File: config.mk
export PLATFORM = sky130hd
export DESIGN_NAME = sap3_mem_bridge
export DESIGN_NICKNAME = d
export VERILOG_FILES = /design/src/rtl/sap3_pkg.sv /design/src/rtl/sap3_trace_ser.sv /design/src/rtl/sap3_mem_bridge.sv
export SDC_FILE = /design/constraint.sdc
export NUM_CORES = 1
export LEC_CHECK = 0
export ABC_AREA = 1
export BUFFER_PORTS_ARGS = -buffer_cell sky130_fd_sc_hd__buf_2
export CAP_MARGIN = 20
export CORE_MARGIN = 2
export CORE_UTILIZATION = 50
export CTS_CLUSTER_SIZE = 12
export DETAILED_ROUTE_END_ITERATION = 6
export PLACE_DENSITY = 0.85
export SYNTH_ARGS = -nofsm -noshare
export SYNTH_HDL_FRONTEND = slang
export SYNTH_SLANG_ARGS = --single-unit
File: constraint.sdc
create_clock -name clk -period 3.02 [get_ports clk]
set_clock_uncertainty 0.15 [all_clocks]
set_input_delay 0.302 -clock clk [delete_from_list [all_inputs] [get_ports clk]]
set_output_delay 0.302 -clock clk [all_outputs]
set_load 0.01 [all_outputs]
File: src/rtl/sap3_pkg.sv
// Shared types and constants for the SAP-3 CPU-to-SRAM bridge.
// Used by sap3_mem_bridge and, when SAP3_BRIDGE_TRACE_EN is defined, sap3_trace_ser.
package sap3_pkg;

  localparam int MAR_W   = 16;
  localparam int SRAM_AW = 10;
  localparam int BYTE_AW = 12;

  // Any address bit above the 4 KiB window marks the access out-of-range.
  localparam logic [MAR_W-1:0] OOR_MASK = 16'hF000;

  typedef enum logic [1:0] {
    IDLE  = 2'd0,
    FETCH = 2'd1,
    VALID = 2'd2,
    WRITE = 2'd3
  } state_t;

  function automatic logic is_oor(input logic [MAR_W-1:0] addr);
    return (addr & OOR_MASK) != '0;
  endfunction

endpackage

File: src/rtl/sap3_trace_ser.sv
// LSB-first byte serialiser for the write trace; only built when SAP3_BRIDGE_TRACE_EN is defined.
// A start request while a byte is still shifting out is ignored.
module sap3_trace_ser (
  input  logic       clk,
  input  logic       rst_n,
  input  logic       start,
  input  logic [7:0] data,
  output logic       trace_ser,
  output logic       trace_start
);

  logic [7:0] shreg;
  logic [3:0] count;
  logic       first;

  always_ff @(posedge clk) begin
    if (!rst_n) begin
      shreg <= '0;
      count <= '0;
      first <= 1'b0;
    end else if (count == 4'd0) begin
      if (start) begin
        shreg <= data;
        count <= 4'd8;
        first <= 1'b1;
      end
    end else begin
      shreg <= {1'b0, shreg[7:1]};
      count <= count - 4'd1;
      first <= 1'b0;
    end
  end

  assign trace_ser   = (count != 4'd0) & shreg[0];
  assign trace_start = first;

endmodule

File: src/rtl/sap3_mem_bridge.sv
// Bridges the SAP-3 CPU MAR/RAM strobes onto a 1024x32 byte-masked SRAM macro.
// Define SAP3_BRIDGE_TRACE_EN to add the serial write-trace output.
module sap3_mem_bridge
  import sap3_pkg::*;
(
  input  logic               clk,
  input  logic               rst_n,
  input  logic               cpu_mar_we,
  input  logic               cpu_ram_we,
  input  logic [7:0]         cpu_addr_hi,
  input  logic [7:0]         cpu_bus,
  output logic [7:0]         cpu_rdata,
  output logic               rdata_valid,
  output logic               oor_err,
  output logic [SRAM_AW-1:0] sram_addr,
  output logic [31:0]        sram_bm,
  output logic [31:0]        sram_din,
  output logic               sram_men,
  output logic               sram_wen,
  output logic               sram_ren,
  input  logic [31:0]        sram_dout,
  output logic               trace_ser,
  output logic               trace_start
);

  state_t             state, next_state;
  logic [MAR_W-1:0]   mar;
  logic [MAR_W-1:0]   wr_addr;
  logic [7:0]         wr_data;
  logic [1:0]         rd_lane;
  logic               rd_oor;
  logic               first_valid;
  logic [7:0]         rdata_q;
  logic [7:0]         fetch_byte;

  assign fetch_byte = rd_oor ? 8'h00 : sram_dout[{rd_lane, 3'b000} +: 8];

  always_ff @(posedge clk) begin
    if (!rst_n) begin
      state       <= IDLE;
      mar         <= '0;
      wr_addr     <= '0;
      wr_data     <= '0;
      rd_lane     <= '0;
      rd_oor      <= 1'b0;
      first_valid <= 1'b0;
      rdata_q     <= '0;
      oor_err     <= 1'b0;
    end else begin
      state <= next_state;
      if (cpu_mar_we)
        mar <= {cpu_addr_hi, cpu_bus};
      // The write keeps the MAR as it was before any same-cycle reload.
      if (cpu_ram_we) begin
        wr_addr <= mar;
        wr_data <= cpu_bus;
      end
      if (state == FETCH) begin
        rd_lane <= mar[1:0];
        rd_oor  <= is_oor(mar);
      end
      first_valid <= (state == FETCH) && (next_state == VALID);
      if (first_valid)
        rdata_q <= fetch_byte;
      if ((state == FETCH && is_oor(mar)) || (state == WRITE && is_oor(wr_addr)))
        oor_err <= 1'b1;
    end
  end

  // SRAM read data lands during the first VALID cycle, so it is forwarded there and held afterwards.
  assign cpu_rdata   = first_valid ? fetch_byte : rdata_q;
  assign rdata_valid = (state == VALID);

  // Enables are qualified by rst_n so a reset asserted mid-WRITE never reaches the macro.
  always_comb begin
    next_state = state;
    sram_addr  = mar[BYTE_AW-1:2];
    sram_bm    = '0;
    sram_din   = '0;
    sram_men   = 1'b0;
    sram_wen   = 1'b0;
    sram_ren   = 1'b0;
    case (state)
      IDLE:  next_state = FETCH;
      FETCH: begin
        next_state = VALID;
        if (rst_n && !is_oor(mar)) begin
          sram_men = 1'b1;
          sram_ren = 1'b1;
        end
      end
      VALID: next_state = VALID;
      WRITE: begin
        next_state = FETCH;
        sram_addr  = wr_addr[BYTE_AW-1:2];
        if (rst_n && !is_oor(wr_addr)) begin
          sram_men = 1'b1;
          sram_wen = 1'b1;
          sram_bm  = 32'h0000_00FF << {wr_addr[1:0], 3'b000};
          sram_din = {4{wr_data}};
        end
      end
      default: next_state = IDLE;
    endcase
    if (cpu_ram_we)
      next_state = WRITE;
    else if (cpu_mar_we)
      next_state = FETCH;
  end

`ifdef SAP3_BRIDGE_TRACE_EN
  sap3_trace_ser u_trace (
    .clk         (clk),
    .rst_n       (rst_n),
    .start       ((state == WRITE) && rst_n && !is_oor(wr_addr)),
    .data        (wr_data),
    .trace_ser   (trace_ser),
    .trace_start (trace_start)
  );
`else
  assign trace_ser   = 1'b0;
  assign trace_start = 1'b0;
`endif

endmodule

After elaboration in Yosys (flattened, before gate mapping)
Cells that the tools add are included.
{"block": "word_totals", "reg_bits": 55, "output_inout_bits": 89, "input_bits": 52, "wordCells": 43}
{"block": "op_classes", "reduce_logical": 13, "muxes": 15, "shifts": 2, "eq_ne": 4}
{"operator": "$mux 32", "count": 4}
{"operator": "$reduce_bool 16->1", "count": 2}
{"operator": "$shiftx 32x6->8", "count": 1}
{"operator": "$shl 8x5->32 const A", "count": 1}
{"operator": "$mux 8", "count": 2}
{"operator": "$mux 10", "count": 1}
{"operator": "$eq 2x2->1 const B", "count": 3}
{"operator": "$logic_and 1x1->1", "count": 5}
{"operator": "$mux 1", "count": 4}
{"operator": "$mux 2", "count": 2}
{"operator": "$pmux 2 s2", "count": 1}
{"operator": "$reduce_or 2->1", "count": 2}
{"operator": "$eq 2x1->1 const B", "count": 1}
{"operator": "$logic_not 1->1", "count": 2}
{"operator": "$logic_not 2->1", "count": 1}
{"operator": "$pmux 1 s2", "count": 1}
{"operator": "$logic_or 1x1->1", "count": 1}

Longest topological paths before layout
Gate-level depths: netlist (run 1).
{"block": "logic_depth", "ltp_word": 7, "ltp_mapped": 7, "mapped_depth_nobuf": 6}

Least setup slack after synthesis (run 1)
Ideal clock, no wire load.
{"block": "synth_path", "path_type": "input-to-output", "startpoint": "input rst_n", "endpoint": "output sram_bm[10]", "required_ps": 2568, "arrival_time_ps": 1505, "stages": 6, "path_buffers": 2, "slack_ps": 1063, "path_cell_list": "buf_4 inv_2 nor2_2 nand2_2 nor3_1 buf_4"}
{"block": "synth_between", "elab_chain_len": 3}
{"item": "start: declaration", "line": "sap3_mem_bridge.sv:7", "rtl": "input logic rst_n,"}
{"item": "$logic_and 1x1->1", "line": "sap3_mem_bridge.sv:96", "rtl": "if (rst_n && !is_oor(wr_addr)) begin"}
{"item": "$mux 32", "line": "sap3_mem_bridge.sv:96"}
{"item": "$mux 32", "line": "sap3_mem_bridge.sv:83", "rtl": "case (state)"}
{"item": "end: declaration", "line": "sap3_mem_bridge.sv:16", "rtl": "output logic [31:0] sram_bm,"}
No other way between the ends.

Final worst setup path (run 1)
{"block": "layout_path", "startpoint": "register state[1]", "endpoint": "output sram_bm[17]"}
{"block": "layout_between", "elab_chain_len": 2}
{"item": "start: declaration", "line": "sap3_mem_bridge.sv:26", "rtl": "state_t state, next_state;"}
{"item": "start signal: assignment", "line": "sap3_mem_bridge.sv:50", "rtl": "state <= next_state;"}
{"item": "$eq 2x2->1", "line": "sap3_mem_bridge.sv:83"}
{"item": "$mux 32", "line": "sap3_mem_bridge.sv:83"}
No other way between the ends.

==> results.md, run 1 <==
* Yosys reg bits at 55
* Post-CTS Resized at 0
* Slew Viols, Final at 0
* Post-route ant nets at 0
* Die width at 81.3 um
* Antenna Cells at 0
* Worst Hold End: mar[15]
* Placed cell area at 3250 sq um
* Switching Share at 27.8%
* Vias in the first global route at 2402
* Dpl cells at 535
* Worst-path clk slew at 0.09 ns
* Library cells used by synthesis at 28
* Drt pass-1 iters at 4
* CTS tree: done
* Initial antenna violation count at 0
* Setup Buffers After CTS at 0
* Logic gate share of total power at 16.1%
* Via Count at 2634
* Via density at 4.85
* Pleak at 0.00176 uW
* Core Area at 5850 sq um
* Fin Setup TNS at 0 ns
* RSZ-0062 raised after global routing: false
* CTS Buffer Depth at 2
* Hold Worst Slack at 0.0571 ns
* Internal Power at 1120 uW
* Fin crit period at 2.48 ns
* Drt wl/cell at 12.0 um
* Final Non-Filler Cells at 543
* Measured slew at the worst slew-check pin at 0.658 ns
* Fin worst setup slack at 0.536 ns
* FMAX at 402 MHz
* Clock Latency Late Sink at 0.31 ns
* Hold WC Path Type: input port to flop
* Max Cap Viol at 0
* Final wirelength at 6500 um
* Clock power frac at 32.2%
* Final Hold Fails at 0
* Clock H-tree levels at 2
* Tcrit/Tclk final at 82.3%
* Layout cell share with drive strength beyond 1 at 40.8%
* Grt total ovfl at 0
* Clock sinks at 55
* P_sw at 430 uW
* Residual DRC count at 0
* Worst VDD drop at 0.304 mV
* PD cells at 459 nW/um^2
* Final design instance area without fill at 3370 sq um
* CTS buffer count at 5
* # rows at 28
* Setup crit start kind: flop
* Setup Viol. Count Final at 0
* Pin count of the biggest net entering global routing at 45
* IO Pins at 141
* Nets at 522
* Most frequent cells in the layout: 138 x buf_2, 57 x nand2_1, 55 x dfxtp_1
* Crit-path max FO at 22
* Total Die Area at 6620 sq um
* R2R depth at 5
* Mapped cell area at 2990 sq um
* GRT Overall Usage at 19.9%
* First-pass GRT wire length at 10400 um
* R2r setup slk at 1.47 ns
* Slew HR at 56.1%
* Flop pwr share at 51.8%
* CP endpoint kind: primary output
* Post-Syn Area per Cell at 7.63 sq um
* Setup Crit Path Kind: flop to primary output
* CTS Root Cell: clkbuf_8
* HPWL after DPL at 4890 um
* Outcome: finished, final reports clean
* Pre-CTS setup slack at 0.839 ns
* Die Y at 81.3 um
* Commonest non-fill, non-tap cell in the layout: buf_2
* CP required at 2.57 ns
* Starting Density at 51.1%
* Drt first-iter violations at 134
* Number of port buffers at 138
* FF-to-FF End: rdata_q[7]
* GPL Wtd Cong at 0.829
* Synthesized instance count at 392
* Register area share after synthesis at 36.8%
* Post-CTS Hold Buffers at 0
* Critical R2R Launch: rd_lane[0]
* CP Data Arrival Time at 2.03 ns
* Synth Warn # at 0
* Hold Crit Start: cpu_addr_hi[7]
* Hold Path Cell Cnt at 3
* P&R area growth vs syn at 12.7%
-- worst max path at each step --
stage              from           to  slack, ns  cells after the start
6_report       state[1]  sram_bm[17]       0.54                      5
3_3_place_gp   state[0]  sram_bm[17]       0.91                      5
3_5_place_dp   state[1]  sram_bm[17]       0.84                      5
4_1_cts        state[1]  sram_bm[17]       0.49                      5
2_1_floorplan     rst_n  sram_bm[10]       1.06                      6
5_1_grt        state[1]  sram_bm[22]       0.28                      5
-- power by group through the flow --
stage	Clock [uW]	Combinational, uW	Sequential, uW
5_1_grt	531	286	805
3_5_place_dp	0	249	817
6_report	497	249	801
2_1_floorplan	0	193	803
4_1_cts	507	250	800
3_3_place_gp	0	242	814
-- cell usage after synthesis --
cell	number	share of area [%]
a21oi_1	34	5.7
a21oi_2	8	2.3
a31oi_1	1	0.21
buf_1	1	0.13
buf_12	1	0.67
buf_2	7	1.2
buf_4	57	14
buf_6	2	0.75
buf_8	1	0.50
clkbuf_1	4	0.50
conb_1	1	0.13
dfxtp_1	55	37
ha_1	3	1.3
inv_1	26	3.3
inv_2	5	0.63
inv_8	1	0.38
nand2_1	57	7.2
nand2_2	9	1.9
nand2_4	1	0.38
nand3_1	7	1.2
nand3_2	17	5.7
nand3b_1	1	0.25
nor2_1	33	4.1
nor2_2	1	0.21
nor2_8	1	0.67
nor3_1	5	0.84
o21ai_0	49	8.2
o21ai_1	4	0.67
-- logic make-up (layout without fill, tap and decap cells) --
family	Yosys count	after routing	share of synthesized area [%]
DFF	55	55	36.8
AOI/OAI and AO/OA	96	96	17.1
adders and majority gates	3	3	1.26
and+or+nand+nor	132	132	22.4
other	1	2	0.125
buffers and inverters	105	180	22.3
-- metrics by stage --
stage	utilization, %	power (uW)
floorplan	-	995
global placement	55.6	1060
detailed placement	55.6	1070
CTS	57.6	1560
global route	57.6	1620
finish	57.6	1550
-- sequential cells by signal, indices dropped and copies added (netlist names) --
register / cells
state: 2
oor_err: 1
rd_oor: 1
mar: 16
rd_lane: 2
first_valid: 1
wr_addr: 16
wr_data: 8
rdata_q: 8
-- final cells by class --
type                    instances  area [sq um]
fillers                       540          2480
multi-input cells             233          1230
flip-flops and latches         55          1100
repair buffers                140           706
inverters                      32           128
well taps                      75          93.8
clock buffers                   5          68.8
clock inverters                 3          46.3
-- per-layer routing --
metal  share of wire (%)  up-vias  track usage (%)  routed length (um)
met5                   0        -                0                   0
met4                 1.9        0             7.29                 125
met3                 6.1       10             4.00                 395
met2                  51       94             34.8                3340
met1                  41     1173             23.8                2640
li1                    -     1357                -                   -
-- worst max-delay path: stages, from the launching register on --
cell and delay (ns):
dfxtp_1 0.37, ha_1 0.15, buf_4 0.22, nand2_2 0.22
nor3_1 0.52, buf_2 0.24
No activity file was read; power rests on OpenSTA's default activity.
==> run 2, diff against run 1 <==
--- a/config.mk
+++ b/config.mk
@@ -9,10 +9,10 @@
 export BUFFER_PORTS_ARGS = -buffer_cell sky130_fd_sc_hd__buf_2
 export CAP_MARGIN = 20
 export CORE_MARGIN = 2
-export CORE_UTILIZATION = 50
+export CORE_UTILIZATION = 42
 export CTS_CLUSTER_SIZE = 12
 export DETAILED_ROUTE_END_ITERATION = 6
-export PLACE_DENSITY = 0.85
+export PLACE_DENSITY = 0.76
 export SYNTH_ARGS = -nofsm -noshare
 export SYNTH_HDL_FRONTEND = slang
 export SYNTH_SLANG_ARGS = --single-unit
==> constraint.sdc (replaced) <==
create_clock -name clk -period 2.2 [get_ports clk]
set_clock_uncertainty 0.15 [all_clocks]
set_input_delay 0.22 -clock clk [delete_from_list [all_inputs] [get_ports clk]]
set_output_delay 0.22 -clock clk [all_outputs]
set_load 0.01 [all_outputs]
==> run 2 against run 1 <==
  * Worst hold slack lost 0.048 ns
  * Die area increased by 18%
  * Largest cell class unchanged
  * Cell count rose by 5.3%
  * Critical endpoint is now sram_bm[5]
  * Count of clock-buffer cells in the layout unchanged
  * Non-clock buffer count increased by 8
  * Sequential share of layout area fell by 0.72 points
==> results.md, run 2 (synthesis results as in run 1) <==
* Clock Latency Late Sink at 0.32 ns
* Total Die Area at 7810 sq um
* Core Area at 6830 sq um
* Slowest Stage Delay on Critical Path at 0.33 ns
* Filler Cell Count at 687
* Post-route ant nets at 0
* Hold Crit Start: cpu_bus[1]
* Setup crit start kind: flop
* Drt first-iter violations at 145
* P&R area growth vs syn at 15.4%
* Grt total ovfl at 0
* Hold WC Path Type: input port to flop
* CTS Buffer Depth at 2
* Starting Density at 43.8%
* Setup Viol. Count Final at 0
* FMAX at 510 MHz
* Setup Crit Path Kind: flop to primary output
* Buffers and inverters on the worst path at 2
* Commonest non-fill, non-tap cell in the layout: buf_2
* CP top delay family: simple AND/OR/NAND/NOR gates
* RSZ-0062 raised after global routing: false
* Worst VDD drop at 0.295 mV
* Pin count of the biggest net entering global routing at 45
* Initial antenna violation count at 0
* First-pass GRT wire length at 10400 um
* IO Pins at 141
* Crit-path max FO at 14
* Drt pass-1 iters at 4
* Antenna Cells at 0
* Via Count at 2666
* Hold Worst Slack at 0.00875 ns
* GPL Wtd Cong at 0.813
* CP max stage cell: dfxtp_1
* Die Y at 88.4 um
* Worst-path clk slew at 0.12 ns
* Critical path startpoint: wr_addr[13]
* Slew Viols, Final at 0
* CP required at 1.83 ns
* Residual DRC count at 0
* PD cells at 593 nW/um^2
* CP Data Arrival Time at 1.59 ns
* Drt wl/cell at 11.4 um
* Clock H-tree levels at 2
* Regs by FF count: mar: 16 flops, wr_addr: 16 flops
* CTS tree: done
* Tcrit/Tclk final at 89.2%
* Fin Setup TNS at 0 ns
* Die width at 88.4 um
* Outcome: finished, final reports clean
* Worst path cell trace: nor2_1 -> nand2_1 -> nor2_2 -> nand2_2 -> nor3_1 -> buf_4 -> buf_2
* CTS Root Cell: clkbuf_8
* HPWL after DPL at 4900 um
* GRT Overall Usage at 16.7%
* Max Cap Viol at 0
* CTS buffer count at 5
* Final Hold Fails at 0
* Pleak at 0.00179 uW
* CP endpoint kind: primary output
* Fin crit period at 1.96 ns
* Most frequent cells in the layout: 138 x buf_2, 57 x nand2_1, 54 x dfxtp_1
* Final wirelength at 6550 um
* Critical R2R Launch: rd_lane[1]
* # rows at 30
* Nets at 530
* Via density at 4.66
* Vias in the first global route at 2325
* Number of port buffers at 138
* Layout cell share with drive strength beyond 1 at 41.2%
* Clock sinks at 55
-- run 2: power breakdown --
part / switching, uW / internal (uW)
Combinational: 208 / 138
Clock: 360 / 241
Sequential: 41.0 / 1060
Total: 609 / 1440
-- run 2: tightest hold or removal path: cells and delay by family --
kind	cells	cell delay (ns)
simple gates	2	0.12
buf+inv	1	0.09
-- run 2: area by class of cell --
type                    count  area (sq um)  area share [%]
clock buffers               5          68.8            1.99
inverters                  32           128            3.70
clock inverters             3          28.8           0.834
well taps                  96           120            3.48
repair buffers            148           776            22.5
multi-input cells         233          1230            35.5
flip-flops and latches     55          1100            32.0
-- run 2: layer usage --
metal / routed length (um) / track usage [%] / part of all wire (%) / up-vias
met5: 0 / 0 / 0 / -
met4: 100 / 4.68 / 1.5 / 0
met3: 344 / 2.99 / 5.3 / 11
met2: 3340 / 30.7 / 51 / 92
met1: 2770 / 19.9 / 42 / 1194
li1: - / - / - / 1369
-- run 2: stage by stage --
stage / std cells / setup WS, ns / area (sq um) / utilization, % / power (uW)
5_1_grt: 572 / 0.00536 / 3450 / 50.5 / 2160
4_1_cts: 572 / 0.131 / 3450 / 50.5 / 2070
6_report: 572 / 0.238 / 3450 / 50.5 / 2050
2_1_floorplan: 393 / 0.337 / 2990 / - / 1370
3_5_place_dp: 560 / 0.485 / 3310 / 48.5 / 1460
3_3_place_gp: 560 / 0.527 / 3310 / 48.5 / 1450
-- run 2: repair_timing --
| item | CTS | global route |
|---|---|---|
| endpoints found under the hold margin | 4 | 0 |
| buffers inserted | 0 | 0 |
| resized for setup | 0 | 1 |
| hold buffers | 4 | 0 |
| endpoints found under the setup margin | 0 | 1 |
-- run 2: path summary, 6_finish.rpt --
check | endpoint | slack (ns) | cells past startpoint
setup / recovery | sram_bm[5] | 0.24 | 7
hold / removal | mar[1] | 0.009 | 3
hold reg to reg | wr_data[2] | 0.31 | 2
setup reg to reg | rdata_q[2] | 0.81 | 4
